===== src/rtl/seq_magnitude_comparator_pkg.sv =====
// Shared definitions for the sequential magnitude comparator: FSM state
// encoding, one-hot result constants and an index-width helper.
package cmp_pkg;

  typedef enum logic [1:0] {
    ST_IDLE    = 2'd0,
    ST_COMPARE = 2'd1,
    ST_DONE    = 2'd2
  } cmp_state_t;

  // One-hot result encoding {gt, eq, lt}, compatible with the older comparator.
  localparam logic [2:0] R_GT = 3'b100;
  localparam logic [2:0] R_EQ = 3'b010;
  localparam logic [2:0] R_LT = 3'b001;

  // Bits needed to hold a slice index 0..n-1; never less than one bit so a
  // single-slice configuration still has a legal counter.
  function automatic int cmp_clog2(input int n);
    int w;
    w = 1;
    for (int i = 1; i < 32; i++) begin
      if ((1 << i) < n) w = i + 1;
    end
    return w;
  endfunction

endpackage


===== src/rtl/seq_magnitude_comparator_digit_compare.sv =====
// Combinational DIGIT-bit slice comparator. With invert_msb set, the slice
// MSB of both operands is flipped, which turns a two's-complement ordering
// into an unsigned one for the top slice of a signed compare.
module digit_compare #(
  parameter int DIGIT = 4
) (
  input  logic [DIGIT-1:0] x,
  input  logic [DIGIT-1:0] y,
  input  logic             invert_msb,
  output logic             gt,
  output logic             lt
);

  logic [DIGIT-1:0] msb_mask;
  logic [DIGIT-1:0] xm;
  logic [DIGIT-1:0] ym;

  // Apply the optional sign-bit flip and compare as unsigned.
  always_comb begin
    msb_mask = DIGIT'(invert_msb) << (DIGIT - 1);
    xm       = x ^ msb_mask;
    ym       = y ^ msb_mask;
    gt       = (xm > ym);
    lt       = (xm < ym);
  end

endmodule


===== src/rtl/seq_magnitude_comparator.sv =====
// Multi-cycle magnitude comparator: walks the operands one DIGIT-bit slice
// per clock from the MSB slice down and stops on the first unequal slice.
//
// Handshake: start is sampled only while the FSM is IDLE or DONE; an accepted
// start latches a, b and signed_mode. busy is high for every COMPARE cycle and
// start is ignored then. done is a one-cycle pulse (DONE state) and r is valid
// from that cycle, holding until the next result or reset. busy and done are
// never high together; start during DONE is accepted with no idle bubble.
module seq_magnitude_comparator
  import cmp_pkg::*;
#(
  parameter int WIDTH = 16,
  parameter int DIGIT = 4
) (
  input  logic             clk,
  input  logic             rst_n,
  input  logic             start,
  input  logic             signed_mode,
  input  logic [WIDTH-1:0] a,
  input  logic [WIDTH-1:0] b,
  output logic             busy,
  output logic             done,
  output logic [2:0]       r,
  output cmp_state_t       state_dbg
);

  localparam int NDIG  = WIDTH / DIGIT;
  localparam int IDX_W = cmp_clog2(NDIG);
  localparam logic [IDX_W-1:0] IDX_TOP = IDX_W'(NDIG - 1);

  cmp_state_t       state, state_n;
  logic [IDX_W-1:0] idx, idx_n;
  logic [WIDTH-1:0] a_q, b_q;
  logic             s_q;
  logic [2:0]       r_q, r_n;
  logic             load;

  logic [DIGIT-1:0] slice_a, slice_b;
  logic             invert_msb;
  logic             sl_gt, sl_lt;

  // Select the current slice of each latched operand.
  always_comb begin
    slice_a = '0;
    slice_b = '0;
    for (int d = 0; d < NDIG; d++) begin
      if (idx == IDX_W'(d)) begin
        slice_a = a_q[d*DIGIT +: DIGIT];
        slice_b = b_q[d*DIGIT +: DIGIT];
      end
    end
    invert_msb = s_q && (idx == IDX_TOP);
  end

  digit_compare #(.DIGIT(DIGIT)) u_digit_compare (
    .x          (slice_a),
    .y          (slice_b),
    .invert_msb (invert_msb),
    .gt         (sl_gt),
    .lt         (sl_lt)
  );

  // Next-state, index and result logic.
  always_comb begin
    state_n = state;
    idx_n   = idx;
    r_n     = r_q;
    load    = 1'b0;
    case (state)
      ST_IDLE, ST_DONE: begin
        if (start) begin
          load    = 1'b1;
          idx_n   = IDX_TOP;
          state_n = ST_COMPARE;
        end else begin
          state_n = ST_IDLE;
        end
      end
      ST_COMPARE: begin
        if (sl_gt) begin
          r_n     = R_GT;
          state_n = ST_DONE;
        end else if (sl_lt) begin
          r_n     = R_LT;
          state_n = ST_DONE;
        end else if (idx == '0) begin
          r_n     = R_EQ;
          state_n = ST_DONE;
        end else begin
          idx_n = idx - 1'b1;
        end
      end
      default: state_n = ST_IDLE;
    endcase
  end

  // State, index, result and operand registers.
  always_ff @(posedge clk or negedge rst_n) begin
    if (!rst_n) begin
      state <= ST_IDLE;
      idx   <= '0;
      r_q   <= 3'b000;
      a_q   <= '0;
      b_q   <= '0;
      s_q   <= 1'b0;
    end else begin
      state <= state_n;
      idx   <= idx_n;
      r_q   <= r_n;
      if (load) begin
        a_q <= a;
        b_q <= b;
        s_q <= signed_mode;
      end
    end
  end

  assign busy      = (state == ST_COMPARE);
  assign done      = (state == ST_DONE);
  assign r         = r_q;
  assign state_dbg = state;

endmodule


===== config.mk =====
export PLATFORM = sky130hd
export DESIGN_NAME = seq_magnitude_comparator
export DESIGN_NICKNAME = d
export VERILOG_FILES = /design/src/rtl/seq_magnitude_comparator_pkg.sv /design/src/rtl/seq_magnitude_comparator_digit_compare.sv /design/src/rtl/seq_magnitude_comparator.sv
export SDC_FILE = /design/constraint.sdc
export NUM_CORES = 1
export LEC_CHECK = 0
export CAP_MARGIN = 5
export CORE_AREA = 2 2 137 99
export CTS_CLUSTER_SIZE = 12
export DETAILED_ROUTE_END_ITERATION = 16
export DIE_AREA = 0 0 139 101
export PLACE_DENSITY_LB_ADDON = 0.2
export SETUP_SLACK_MARGIN = 0.05
export SYNTH_ARGS = -nofsm -noshare
export SYNTH_HDL_FRONTEND = slang
export SYNTH_HIERARCHICAL = 1
export SYNTH_SLANG_ARGS = --single-unit

===== constraint.sdc =====
create_clock -name clk -period 6.1 [get_ports clk]
set_clock_uncertainty 0.2 [all_clocks]
set_input_delay 0.915 -clock clk [delete_from_list [all_inputs] [get_ports clk]]
set_output_delay 0.915 -clock clk [all_outputs]
set_load 0.01 [all_outputs]

**Word level (Yosys, flattened, before mapping)**

Index checks and enable logic that the tools add are counted.

- Add/subtract/negate cells: 1
- Magnitude comparators: 2
- Eq/ne operators: 10
- Muxes and demuxes: 23
- Bitwise operators: 2
- Reduce and logical (&&, ||, !) cells: 8

Operators with widths:

| kind | number |
|---|---|
| $mux 32 | 4 |
| $eq 32x2->1 const B | 2 |
| $pmux 32 s2 | 1 |
| $eq 32x1->1 const B | 1 |
| $logic_not 32->1 | 1 |
| $mux 4 | 8 |
| $sub 32x1->32 const B | 1 |
| $mux 3 | 3 |
| $ne 2x2->1 const B | 4 |
| $xor 4x4->4 | 2 |
| $mux 2 | 3 |
| $reduce_and 5->1 | 1 |
| $gt 4x4->1 | 1 |
| $lt 4x4->1 | 1 |
| $ne 4x1->1 const B | 1 |
| $pmux 2 s2 | 1 |
| $mux 1 | 3 |
| $reduce_bool 3->1 | 1 |
| $eq 2x1->1 const B | 1 |
| $eq 2x2->1 const B | 1 |
| $logic_not 2->1 | 1 |
| $reduce_and 2->1 | 1 |
| $reduce_bool 2->1 | 1 |
| $reduce_or 2->1 | 1 |
| $logic_and 1x1->1 | 1 |

- Register bits after elaboration: 70
- Input bits: 36

**Logic depth before layout (Yosys ltp)**

Gate-level depths: netlist of the first run.

- Depth after elaboration: 10
- Gate-level depth with buffers: 19

**By module**

The synthesis of the first run kept the hierarchy.

Modules (own cells, without submodules):

| module | instances | cells each | area each (um^2) |
|---|---|---|---|
| seq_magnitude_comparator | 1 | 403 | 3628.5 |
| digit_compare | 1 | 16 | 127.6 |

**Worst setup path before layout of the first run**

No wires, ideal clock.

- Path type: reg-to-reg
- From: register idx[16]
- To: register idx[18]
- Arrival time: 3978 ps
- Slack: 1844 ps
- Stages on the path, launching flop included: 18
- Path buffers: 2
- Period minus slack after synthesis: 4256 ps
- Path through: dfrtp_1 buf_6 nor4_4 nand3_1 nor4_1 buf_2 nand2_1 o22ai_1 xor2_1 ha_1 nand2_1 o21bai_1 and2_1 nor4b_2 nand2_1 or3_4 or4b_1 a21oi_1

- Longest elaborated chain between the ends: 9
- Elaborated cells on any way between the ends: 26
- Classes of those cells: add/sub (1); order compare (2); eq/ne (6); mux (12); bitwise (2); reduce/logical (3)

RTL lines:

| element | RTL line | source |
|---|---|---|
| start, declared | seq_magnitude_comparator.sv:32 | `logic [IDX_W-1:0] idx, idx_n;` |
| start signal, assigned | seq_magnitude_comparator.sv:108 | `idx <= idx_n;` |
| $logic_not 32->1 | seq_magnitude_comparator.sv:47 | `if (idx == IDX_W'(d)) begin` |
| $mux 4 (3 in series) | seq_magnitude_comparator.sv:47 |  |
| $mux 4 (*) | seq_magnitude_comparator.sv:47 |  |
| named net slice_a[3] | seq_magnitude_comparator.sv:38 | `logic [DIGIT-1:0] slice_a, slice_b;` |
| $xor 4x4->4 (*) | seq_magnitude_comparator_digit_compare.sv:21 | `xm = x ^ msb_mask;` |
| $lt 4x4->1 (*) | seq_magnitude_comparator_digit_compare.sv:24 | `lt = (xm < ym);` |
| named net sl_lt | seq_magnitude_comparator.sv:40 | `logic sl_gt, sl_lt;` |
| $ne 2x2->1 (no line) (*) | - |  |
| $reduce_and 5->1 (no line) (*) | - |  |

The timed path passes the listed nets; every way through them passes the cells marked *. The select of a mux whose other input is x is not followed.
A chain may end at the register's enable or synchronous reset.

**Worst setup path in the final report of the first run**

- From: register idx[0]
- To: register idx[15]

- Longest elaborated chain between the ends: 9
- Elaborated cells on any way between the ends: 26
- Classes of those cells: add/sub (1); order compare (2); eq/ne (6); mux (12); bitwise (2); reduce/logical (3)

RTL lines:

| element | RTL line | source |
|---|---|---|
| $logic_not 32->1 | seq_magnitude_comparator.sv:47 |  |
| $mux 4 (3 in series) | seq_magnitude_comparator.sv:47 |  |
| $mux 4 (*) | seq_magnitude_comparator.sv:47 |  |
| named net slice_b[3] | seq_magnitude_comparator.sv:38 |  |
| $xor 4x4->4 (*) | seq_magnitude_comparator_digit_compare.sv:22 | `ym = y ^ msb_mask;` |
| $lt 4x4->1 (*) | seq_magnitude_comparator_digit_compare.sv:24 |  |
| named net sl_lt | seq_magnitude_comparator.sv:40 |  |
| $ne 2x2->1 (no line) (*) | - |  |
| $reduce_and 5->1 (no line) (*) | - |  |

Marks and branches as above.

==> results of run 1 <==
## synth_stat cells (all sizes together), types with 6 or more instances
library cell / n
nand2: 125
or4: 9
nor4: 9
buf: 7
nor2: 20
o31ai: 13
or3: 6
o22ai: 6
o41ai: 6
o21ai: 16
inv: 8
o211ai: 9
nor3: 7
nand3: 9
ha: 9
nor2b: 7
a21oi: 20
dfrtp: 70
clkbuf: 15
o311ai: 7
a22oi: 6
mux2i: 8
## worst max-delay path by stage
stage	to	slack [ns]	depth (start not counted)
finish	idx[15]	1.02	18
global route	idx[15]	0.60	18
CTS	idx[15]	1.04	18
detailed placement	idx[15]	1.07	18
global placement	idx[11]	1.16	18
floorplan	idx[18]	1.84	17
## flip-flops by register name, indices dropped and copies added (netlist names)
signal / flops
b_q: 16
s_q: 1
idx: 32
r: 3
a_q: 16
state_dbg: 2
## final cells by class
type	count	area share, %
Sequential cell	70	37.9
Timing Repair Buffer	46	9.63
Multi-Input combinational cell	319	40.8
Inverter	8	0.649
Tap cell	166	4.49
Clock buffer	13	5.63
Clock inverter	3	0.920
## metal layers
layer	track usage, %	vias to the layer above	wire length [um]
li1	-	1568	-
met1	22.5	1483	5130
met2	19.2	62	3590
met3	3.71	8	433
met4	3.50	0	98
met5	0	-	0
## stage by stage
step	worst slack [ns]	std cells	hold slack (ns)	instance area (um^2)	power, uW
2_1_floorplan	1.84	419	0.239	3760	514
3_3_place_gp	1.16	609	0.263	4320	554
3_5_place_dp	1.07	609	0.264	4320	554
4_1_cts	1.04	625	0.277	4630	1090
5_1_grt	0.603	625	0.299	4630	1110
6_report	1.02	625	0.274	4630	1070
## worst reg2reg max path: stages, from the launching register on
cell and delay, ns:
dfrtp_1 0.43, inv_1 0.15, ha_1 0.28, nor2b_1 0.28, nand2_1 0.18, nor4_2 0.20
buf_4 0.28, nand2_1 0.19, o22ai_1 0.19, xnor2_1 0.10, ha_1 0.31, nand2_1 0.07
o21bai_1 0.16, and2_1 0.23, nor4b_2 0.38, nand3_1 0.38, or4_1 0.57, nor4_2 0.20
mux2i_1 0.22
## power by group through the flow
| stage | Combinational, uW | Sequential [uW] | Clock (uW) |
|---|---|---|---|
| detailed placement | 53.0 | 501 | 0 |
| global route | 60.2 | 495 | 559 |
| global placement | 52.5 | 501 | 0 |
| floorplan | 17.6 | 496 | 0 |
| CTS | 53.7 | 493 | 539 |
| finish | 52.2 | 493 | 525 |
## kinds of logic after synthesis
| group | after synthesis | synth area share [%] |
|---|---|---|
| and+or+nand+nor | 212 | 28.8 |
| buffers and inverters | 30 | 3.40 |
| AOI/OAI and AO/OA | 88 | 15.6 |
| adders and majority gates | 9 | 3.00 |
| DFF | 70 | 46.6 |
| muxes | 8 | 2.13 |
| xor gates and xnor gates | 2 | 0.466 |
==> parameters.txt, run 1 <==
Parameter                              Value

Placement
  # port buffers    42
  Detailed Place HPWL    6450 um
  Final weighted congestion of routability-driven global placement    0.819

Global route
  Maximum number of pins on one net before global-route repair    71
  Global-route wire length before repair    between 15,000 and 20,000 um
  Aggregate global-route resource usage    between 10 and 15%
  Number of global-route vias before repair    around 3.1k
  Antenna violations before repair    0
  Gr ovfl total    0

Setup path
  Register-to-Register Setup Slack    between 1 and 1.5 ns
  Critical path buffer and inverter count    2
  Data arrival time of the critical path    approximately 5 ns
  Maximum cell stage delay along the critical path    ~0.57 ns
  Depth of the worst register-to-register path    18
  Most frequent cell on the critical path    nand2_1
  Launch point of the worst path    idx[0]
  Capture instance of the worst register-to-register path    idx[15]
  Launch point of the worst reg-to-reg path    idx[0]
  Required time of the critical path    between 6 and 7 ns
  Crit Path Category    register to register
  Critical path peak fanout    20
  Critical path startpoint category    register
  Capturing element type of the critical path    register
  Library cell contributing the largest single delay on the critical path    or4_1
  Cell family with the largest share of critical-path delay    simple AND/OR/NAND/NOR gates
  Crit-path cells    inv_1 -> ha_1 -> nor2b_1 -> nand2_1 -> nor4_2 -> buf_4 -> nand2_1 -> o22ai_1 -> xnor2_1 -> ha_1 -> nand2_1 -> o21bai_1 -> and2_1 -> nor4b_2 -> nand3_1 -> or4_1 -> nor4_2 -> mux2i_1

Timing
  Transition time at the pin with the least slew margin    ~1.2 ns
  Time the final worst path needs with I/O delays and setup    around 5.1 ns
  Total setup violations reported at the end of the flow    0
  Worst slew slack as a fraction of its limit    18.5%
  RSZ-0062 raised after global routing    no
  Peak Freq    ~0.20 GHz
  Share of the clock period used by the worst path    between 80% and 90%
  Final hold violations    0
  Number of max-slew violations in the final report    0
  Fin Setup TNS    0 ns

Cells and area
  Fraction of layout cells with a size suffix above 1    8.28%
  Total Nets Final    approximately 500
  Top library cells by usage in the layout, fill and taps aside    nand2_1 (125), dfrtp_1 (70), clkdlybuf4s50_1 (41), nor2_1 (20), a21oi_1 (20)
  Combined area of the multi-input logic cells    approximately 0.0019 mm^2
  Total of fill cells in the finished design    1,313
  Area taken by flip-flops and latches    0.00175 mm^2
  Growth of design area from synthesis to finish    23.2%
  Final core occ    between 30% and 40%
  Number of antenna repair diodes    0
  Most common cell after layout, fill and taps aside    nand2_1

Logic synthesis
  Syn Area/Cell    around 9 um^2
  Post-synthesis sequential area ratio    a little under half
  Number of warning messages in the yosys log    6
  Syn Nets    between 400 and 500
  Count of state elements after synthesis    70
  Synth top area cells    dfrtp_1 (47%), nand2_1 (12%), ha_1 (3.0%), a21oi_1 (2.7%), o31ai_1 (2.6%)
  Fraction of synthesis flops using an asynchronous set or reset pin    100%
  Synth Flop Type    dfrtp_1
  Cells after synthesis    about 420
  Number of library cell types mapped by synthesis    54
  Number of flops mapped to enable cells by yosys    0
  Share of the synthesized area in the top cell type    between 40 and 50%
  Largest area contributor in the synthesized netlist    dfrtp_1
  Netlist area before placement    about 0.0038 mm^2

Pwr
  Part of the total power dissipated in the clock network    between 40 and 50%
  Power share of the sequential group    between 40% and 50%
  Maximum resistive drop on vdd    approximately 140 uV
  Switching Fraction    roughly a fifth
  Reported net switching power    between 200 and 250 uW
  Total power per unit cell area    around 230 mW/mm^2
  Static Leakage    0.00193 uW
  Comb power frac    between 4 and 5%
  Internal portion of total power    between 800 and 900 uW

Floorplan
  Floorplan row count    35
  Y dimension of the die    between 100 and 150 um
  Core region area    about 0.013 mm^2
  Effective utilization at floorplan    29.4%
  Full die area    0.0140 mm^2
  Chip Width    approximately 140 um
  I/O pins    43

CTS
  Post-CTS Setup Inserts    0
  Clock tree from TritonCTS    yes
  Post-CTS Resized    0
  CTS hold repair buffers    0
  # clock sinks    70
  Clock buffers created by TritonCTS    9
  Maximum level of the CTS H-tree    3
  Buffers from clock root to sink, at most    2
  Buffer type at the clock tree root    clkbuf_16
  Reg clk slew, reported paths    approximately 0.05 ns
  Clock insertion delay at the later pin of the skew report    roughly 0.33 ns

Detailed routing
  Via count of the routed design    ~3.1k
  Via count normalized by instance count    approximately 5
  Total wire length after detailed routing    about 9000 um
  DR DRC count    0
  Antenna-violating nets left    0
  Wire per inst    about 15 um
  Count of routing violations after the opening detailed-route iteration    approximately 230
  Initial DRT Pass Iterations    4

Job
  Max-cap check violation count    0

Min path
  Cells on Worst Hold Path    2
  Startpoint of the lowest-slack hold path    a_q[6]
  Min-Delay Path Class    register to register
  Endpoint with the worst hold slack    a_q[6]

Outcome
  Status    complete, no violations
Power figures use the tool's default switching activity.
==> run 2, diff against run 1 <==
==> constraint.sdc (replaced) <==
create_clock -name clk -period 4.6 [get_ports clk]
set_clock_uncertainty 0.2 [all_clocks]
set_input_delay 0.69 -clock clk [delete_from_list [all_inputs] [get_ports clk]]
set_output_delay 0.69 -clock clk [all_outputs]
set_load 0.01 [all_outputs]
==> parameters.txt, run 2 (same netlist as run 1, synthesis figures left out) <==
Parameter                              Value

Cells and area
  Number of antenna repair diodes    0 (unchanged)
  Most common cell after layout, fill and taps aside    nand2_1 (unchanged)
  Final core occ    38.9% (was 36.2%)
  Biggest register    idx (unchanged)
  Top library cells by usage in the layout, fill and taps aside    nand2_1 (123), dfrtp_1 (67), clkdlybuf4s50_1 (41), buf_4 (31), a21oi_1 (19) (was nand2_1 (125), dfrtp_1 (70), clkdlybuf4s50_1 (41), nor2_1 (20), a21oi_1 (20))
  Final instance area    0.00498 mm^2 (was 0.00463 mm^2)
  Total of fill cells in the finished design    1,279 (was 1,313)
  Total Nets Final    526 (was 499)
  Largest registers ranked by flip-flop count    idx: 32 flops, a_q: 16 flops, b_q: 16 flops (unchanged)
  Fraction of layout cells with a size suffix above 1    18.7% (was 8.28%)
  Number of flip-flops in the largest register    32 (unchanged)
  Growth of design area from synthesis to finish    32.5% (was 23.2%)

Timing
  Time the final worst path needs with I/O delays and setup    4.40 ns (was 5.08 ns)
  Worst slew slack as a fraction of its limit    29.4% (was 18.5%)
  Number of max-slew violations in the final report    0 (unchanged)
  Worst path setup slack after routing    0.198 ns (was 1.02 ns)
  RSZ-0062 raised after global routing    no (unchanged)
  Share of the clock period used by the worst path    95.7% (was 83.3%)
  Transition time at the pin with the least slew margin    1.06 ns (was 1.20 ns)
  Peak Freq    0.227 GHz (was 0.197 GHz)
  Final hold violations    0 (unchanged)
  Total setup violations reported at the end of the flow    0 (unchanged)

Pwr
  Total power per unit cell area    287 mW/mm^2 (was 231 mW/mm^2)
  Part of the total power dissipated in the clock network    49.3% (was 49.0%)
  Comb power frac    5.0% (was 4.9%)
  Switching Fraction    21.5% (was 20.8%)
  Power share of the sequential group    45.7% (was 46.1%)
  Static Leakage    0.00211 uW (was 0.00193 uW)
  Internal portion of total power    1120 uW (was 847 uW)
  Reported net switching power    307 uW (was 223 uW)
  Maximum resistive drop on vdd    162 uV (was 136 uV)
  Total design power    1430 uW (was 1070 uW)

Setup path
  Register-to-Register Setup Slack    0.20 ns (was 1.02 ns)
  Launch point of the worst reg-to-reg path    idx[10] (was idx[0])
  Required time of the critical path    4.62 ns (was 6.15 ns)
  Depth of the worst register-to-register path    15 (was 18)
  Worst setup path endpoint    idx[11] (was idx[15])
  Cell family with the largest share of critical-path delay    simple AND/OR/NAND/NOR gates (unchanged)
  Data arrival time of the critical path    4.42 ns (was 5.13 ns)
  Critical path buffer and inverter count    0 (was 2)
  Maximum cell stage delay along the critical path    0.56 ns (was 0.57 ns)
  Crit-path cells    nor3_1 -> nand3_2 -> nor4_4 -> nand2_2 -> o22ai_2 -> xor2_1 -> ha_1 -> nand2_1 -> o21bai_1 -> and2_4 -> or4b_4 -> nor3_4 -> nand3_1 -> or4_1 -> mux2i_1 (was inv_1 -> ha_1 -> nor2b_1 -> nand2_1 -> nor4_2 -> buf_4 -> nand2_1 -> o22ai_1 -> xnor2_1 -> ha_1 -> nand2_1 -> o21bai_1 -> and2_1 -> nor4b_2 -> nand3_1 -> or4_1 -> nor4_2 -> mux2i_1)
  Capturing element type of the critical path    register (unchanged)
  Critical path startpoint category    register (unchanged)
  Critical path peak fanout    6 (was 20)
  Launch point of the worst path    idx[10] (was idx[0])
  Library cell contributing the largest single delay on the critical path    or4b_4 (was or4_1)
  Number of stages on the worst setup path    15 (was 18)
  Capture instance of the worst register-to-register path    idx[11] (was idx[15])
  Crit Path Category    register to register (unchanged)

Floorplan
  Core region area    0.0128 mm^2 (unchanged)
  Y dimension of the die    101 um (unchanged)
  I/O pins    43 (unchanged)
  Floorplan row count    35 (unchanged)
  Effective utilization at floorplan    29.4% (unchanged)
  Full die area    0.0140 mm^2 (unchanged)
  Chip Width    139 um (unchanged)

Outcome
  Status    complete, no violations (unchanged)

CTS
  Maximum level of the CTS H-tree    3 (unchanged)
  Clock insertion delay at the later pin of the skew report    0.33 ns (about the same)
  Reg clk slew, reported paths    0.06 ns (was 0.05 ns)
  CTS hold repair buffers    0 (unchanged)
  Clock buffers created by TritonCTS    9 (unchanged)
  Buffers from clock root to sink, at most    2 (unchanged)
  # clock sinks    70 (unchanged)
  Buffer type at the clock tree root    clkbuf_16 (unchanged)
  Clock tree from TritonCTS    yes (unchanged)

Detailed routing
  Via count of the routed design    3,256 (was 3,121)
  DR DRC count    0 (unchanged)
  Total wire length after detailed routing    10,100 um (was 9250 um)
  Initial DRT Pass Iterations    4 (unchanged)
  Via count normalized by instance count    4.99 (about the same)
  Count of routing violations after the opening detailed-route iteration    236 (was 228)
  Antenna-violating nets left    0 (unchanged)
  Wire per inst    15.6 um (was 14.8 um)

Global route
  Global-route wire length before repair    16,500 um (was 16,000 um)
  Maximum number of pins on one net before global-route repair    59 (was 71)
  Antenna violations before repair    0 (unchanged)
  Gr ovfl total    0 (unchanged)
  Aggregate global-route resource usage    14.9% (was 14.3%)
  Number of global-route vias before repair    3,172 (was 3,070)

Job
  Max-cap check violation count    0 (unchanged)

Min path
  Min-Delay Path Class    register to register (unchanged)

Placement
  Pre-CTS setup slack    -0.0720 ns (was 1.07 ns)
  # port buffers    42 (unchanged)
  Placement-stage cell area    0.00449 mm^2 (was 0.00432 mm^2)
  Final weighted congestion of routability-driven global placement    0.807 (was 0.819)
  Detailed Place HPWL    7180 um (was 6450 um)
## run 2: cell count changes in the layout (fill, tap and decap cells not counted), sizes merged
cell and delta:
clkinvlp -1, clkbuf -1, clkinv +2, buf +27
## run 2: timing repair
item / in CTS / in global routing
buffers inserted: 0 / 5
setup endpoints to repair: 7 / 25
pin swaps: 0 / 8
gates resized for setup: 4 / 32
## run 2: how the worst min path moves through the flow
stage | from | end | slack (ns) | cells after the start
final | a_q[2] | a_q[2] | 0.28 | 2
after global routing | a_q[4] | a_q[4] | 0.31 | 2
after CTS | a_q[14] | a_q[14] | 0.28 | 2
after detailed placement | a_q[14] | a_q[14] | 0.26 | 2
after global placement | idx[11] | idx[11] | 0.26 | 1
after floorplan | rst_n | a_q[0] | 0.19 | 0
## run 2: per-layer routing
layer,routed length [um],up-vias,global-route usage (%)
li1,-,1620,-
met1,5590,1567,23.5
met2,4030,62,19.8
met3,425,7,3.66
met4,97,0,3.96
met5,0,-,0
## run 2: power by group through the flow
stage          Sequential (uW)  Combinational [uW]  Clock (uW)
6_report                   654                71.1         704
5_1_grt                    656                81.2         750
4_1_cts                    652                71.9         723
3_5_place_dp               663                71.5           0
3_3_place_gp               663                69.8           0
2_1_floorplan              658                23.3           0
## run 2: area by class of cell
type	count	area (um^2)	area share (%)
Multi-Input combinational cell	319	2030	40.8
Sequential cell	70	1760	35.3
Tap cell	166	208	4.17
Clock buffer	12	256	5.15
Timing Repair Buffer	73	648	13.0
Inverter	8	35.0	0.704
Clock inverter	4	45.0	0.905
## run 2: through the flow
| step | hold WS (ns) | TNS [ns] | instances |
|---|---|---|---|
| after floorplan | 0.194 | 0 | 419 |
| after global placement | 0.263 | 0 | 631 |
| after detailed placement | 0.262 | -0.123 | 631 |
| after CTS | 0.283 | 0 | 647 |
| after global routing | 0.305 | 0 | 652 |
| final | 0.279 | 0 | 652 |
## run 2: worst reg2reg max path, cell delays in order, from the launching register on
cell      delay, ns
dfrtp_1        0.41
nor3_1         0.47
nand3_2        0.22
nor4_4         0.24
nand2_2        0.17
o22ai_2        0.15
xor2_1         0.10
ha_1           0.30
nand2_1        0.08
o21bai_1       0.18
and2_4         0.17
or4b_4         0.56
nor3_4         0.31
nand3_1        0.13
or4_1          0.44
mux2i_1        0.14
==> run 3, diff against run 2 <==
--- a/config.mk
+++ b/config.mk
@@ -7,10 +7,10 @@
 export LEC_CHECK = 0
 export CAP_MARGIN = 5
 export CORE_AREA = 2 2 137 99
+export CTS_CLUSTER_DIAMETER = 200
 export CTS_CLUSTER_SIZE = 12
 export DETAILED_ROUTE_END_ITERATION = 16
 export DIE_AREA = 0 0 139 101
-export PLACE_DENSITY_LB_ADDON = 0.2
 export SETUP_SLACK_MARGIN = 0.05
 export SYNTH_ARGS = -nofsm -noshare
 export SYNTH_HDL_FRONTEND = slang
==> parameters.txt, run 3 (same netlist as run 1, synthesis figures left out) <==
Parameter                              Value

Cells and area
  Total Nets Final    525 (was 526)
  Top library cells by usage in the layout, fill and taps aside    nand2_1 (123), dfrtp_1 (67), clkdlybuf4s50_1 (41), buf_4 (30), a21oi_1 (20) (was nand2_1 (123), dfrtp_1 (67), clkdlybuf4s50_1 (41), buf_4 (31), a21oi_1 (19))
  Most common cell after layout, fill and taps aside    nand2_1 (unchanged)
  Number of antenna repair diodes    0 (unchanged)
  Growth of design area from synthesis to finish    32.2% (was 32.5%)
  Fraction of layout cells with a size suffix above 1    18.8% (was 18.7%)
  Number of flip-flops in the largest register    32 (unchanged)
  Final instance area    0.00497 mm^2 (was 0.00498 mm^2)
  Largest registers ranked by flip-flop count    idx: 32 flops, a_q: 16 flops, b_q: 16 flops (unchanged)
  Biggest register    idx (unchanged)

Detailed routing
  Via count normalized by instance count    5.10 (was 4.99)
  Via count of the routed design    3,318 (was 3,256)
  Initial DRT Pass Iterations    4 (unchanged)
  Antenna-violating nets left    0 (unchanged)
  Count of routing violations after the opening detailed-route iteration    219 (was 236)
  Wire per inst    14.9 um (was 15.6 um)
  DR DRC count    0 (unchanged)
  Total wire length after detailed routing    9690 um (was 10,100 um)

Floorplan
  Floorplan row count    35 (unchanged)
  Effective utilization at floorplan    29.4% (unchanged)
  Chip Width    139 um (unchanged)
  Full die area    0.0140 mm^2 (unchanged)
  Y dimension of the die    101 um (unchanged)
  Core region area    0.0128 mm^2 (unchanged)
  I/O pins    43 (unchanged)

CTS
  Buffer type at the clock tree root    clkbuf_16 (unchanged)
  Maximum level of the CTS H-tree    3 (unchanged)
  CTS hold repair buffers    0 (unchanged)
  Reg clk slew, reported paths    0.06 ns (about the same)
  # clock sinks    70 (unchanged)
  Buffers from clock root to sink, at most    2 (unchanged)
  Clock insertion delay at the later pin of the skew report    0.34 ns (was 0.33 ns)
  Clock tree from TritonCTS    yes (unchanged)
  Clock buffers created by TritonCTS    9 (unchanged)

Setup path
  Critical path buffer and inverter count    2 (was 0)
  Capture instance of the worst register-to-register path    idx[11] (unchanged)
  Depth of the worst register-to-register path    17 (was 15)
  Critical path startpoint category    register (unchanged)
  Required time of the critical path    4.66 ns (was 4.62 ns)
  Launch point of the worst reg-to-reg path    idx[1] (was idx[10])
  Capturing element type of the critical path    register (unchanged)
  Library cell contributing the largest single delay on the critical path    or4b_4 (unchanged)
  Data arrival time of the critical path    4.42 ns (about the same)
  Cell family with the largest share of critical-path delay    simple AND/OR/NAND/NOR gates (unchanged)
  Number of stages on the worst setup path    17 (was 15)
  Launch point of the worst path    idx[1] (was idx[10])
  Worst setup path endpoint    idx[11] (unchanged)
  Register-to-Register Setup Slack    0.24 ns (was 0.20 ns)
  Critical path peak fanout    11 (was 6)
  Maximum cell stage delay along the critical path    0.55 ns (was 0.56 ns)
  Crit Path Category    register to register (unchanged)
  Crit-path cells    buf_4 -> ha_1 -> buf_4 -> a22oi_1 -> nor2_1 -> a21oi_1 -> o22ai_2 -> xor2_1 -> ha_1 -> nand2_1 -> o21bai_2 -> and2_4 -> or4b_4 -> nor3_4 -> nand3_2 -> or4_4 -> mux2i_1 (was nor3_1 -> nand3_2 -> nor4_4 -> nand2_2 -> o22ai_2 -> xor2_1 -> ha_1 -> nand2_1 -> o21bai_1 -> and2_4 -> or4b_4 -> nor3_4 -> nand3_1 -> or4_1 -> mux2i_1)

Job
  Max-cap check violation count    0 (unchanged)

Global route
  GRT met3 Usage    4.23% (was 3.66%)
  Met2 routing resource usage after global routing    20.5% (was 19.8%)
  Global-route wire length before repair    16,000 um (was 16,500 um)
  Number of global-route vias before repair    3,124 (was 3,172)
  Gr ovfl total    0 (unchanged)
  Antenna violations before repair    0 (unchanged)
  Maximum number of pins on one net before global-route repair    47 (was 59)
  Aggregate global-route resource usage    14.1% (was 14.9%)
  Most Crowded Layer GR    met1 (unchanged)
  GR Layer Usage met1    20.6% (was 23.5%)

Min path
  Min-Delay Path Class    primary input to asynchronous set/reset pin (was register to register)

Timing
  Worst path setup slack after routing    0.242 ns (was 0.198 ns)
  Share of the clock period used by the worst path    94.7% (was 95.7%)
  Transition time at the pin with the least slew margin    1.16 ns (was 1.06 ns)
  Number of max-slew violations in the final report    0 (unchanged)
  Worst slew slack as a fraction of its limit    21.4% (was 29.4%)
  Peak Freq    0.229 GHz (was 0.227 GHz)
  Final hold violations    0 (unchanged)
  Total setup violations reported at the end of the flow    0 (unchanged)
  Time the final worst path needs with I/O delays and setup    4.36 ns (was 4.40 ns)
  RSZ-0062 raised after global routing    no (unchanged)
  Hold Worst Slack    0.139 ns (was 0.279 ns)

Pwr
  Static Leakage    0.00211 uW (about the same)
  Maximum resistive drop on vdd    190 uV (was 162 uV)
  Total power per unit cell area    290 mW/mm^2 (was 287 mW/mm^2)

Placement
  Placement-stage cell area    0.00444 mm^2 (was 0.00449 mm^2)
  Final weighted congestion of routability-driven global placement    0.864 (was 0.807)
  # port buffers    42 (unchanged)
  Pre-CTS setup slack    -0.0224 ns (was -0.0720 ns)
  Detailed Place HPWL    6920 um (was 7180 um)

Outcome
  Status    complete, no violations (unchanged)
[run 3: changes by cell type in the layout (fill, tap and decap cells not counted), sizes merged]
cell,previous run,this run
buf,32,31
clkinvlp,0,1
clkbuf,12,9
inv,8,10
[run 3: metal layers]
layer / up-vias / share of wire (%)
met3: 8 / 5.3
met1: 1611 / 51
met4: 0 / 0.76
met2: 77 / 43
li1: 1622 / -
met5: - / 0
[run 3: power by group]
group | switching [uW] | internal [uW]
Combinational | 31.2 | 40.7
Sequential | 18.1 | 635
Clock | 287 | 426
Total | 337 | 1100
[run 3: timing repair]
item / CTS / global route
endpoints found under the setup margin: 7 / 23
endpoints found under the hold margin: 0 / 0
pin swaps: 0 / 8
setup buffers: 0 / 11
resized for setup: 3 / 32
[run 3: per-stage QoR]
stage          instances  util [%]  power [uW]  setup TNS, ns
6_report             651      38.8        1440              0
5_1_grt              651      38.8        1490              0
2_1_floorplan        419         -         681              0
3_5_place_dp         624      34.7         735        -0.0224
3_3_place_gp         624      34.7         734              0
4_1_cts              640      37.2        1450              0
[run 3: area by class of cell]
type | instances | area (um^2)
well taps | 166 | 208
clock inverters | 7 | 81.3
flip-flops and latches | 70 | 1760
fillers | 1275 | 7820
clock buffers | 9 | 225
multi-input cells | 319 | 2020
inverters | 8 | 35.0
repair buffers | 72 | 641
[run 3: how the worst min path moves through the flow]
| stage | endpoint | slack [ns] | cells after the start |
|---|---|---|---|
| 6_report | b_q[15] | 0.14 | 1 |
| 5_1_grt | a_q[10] | 0.18 | 1 |
| 4_1_cts | a_q[10] | 0.16 | 1 |
| 3_5_place_dp | a_q[3] | 0.26 | 2 |
| 3_3_place_gp | a_q[3] | 0.26 | 2 |
| 2_1_floorplan | a_q[0] | 0.19 | 0 |
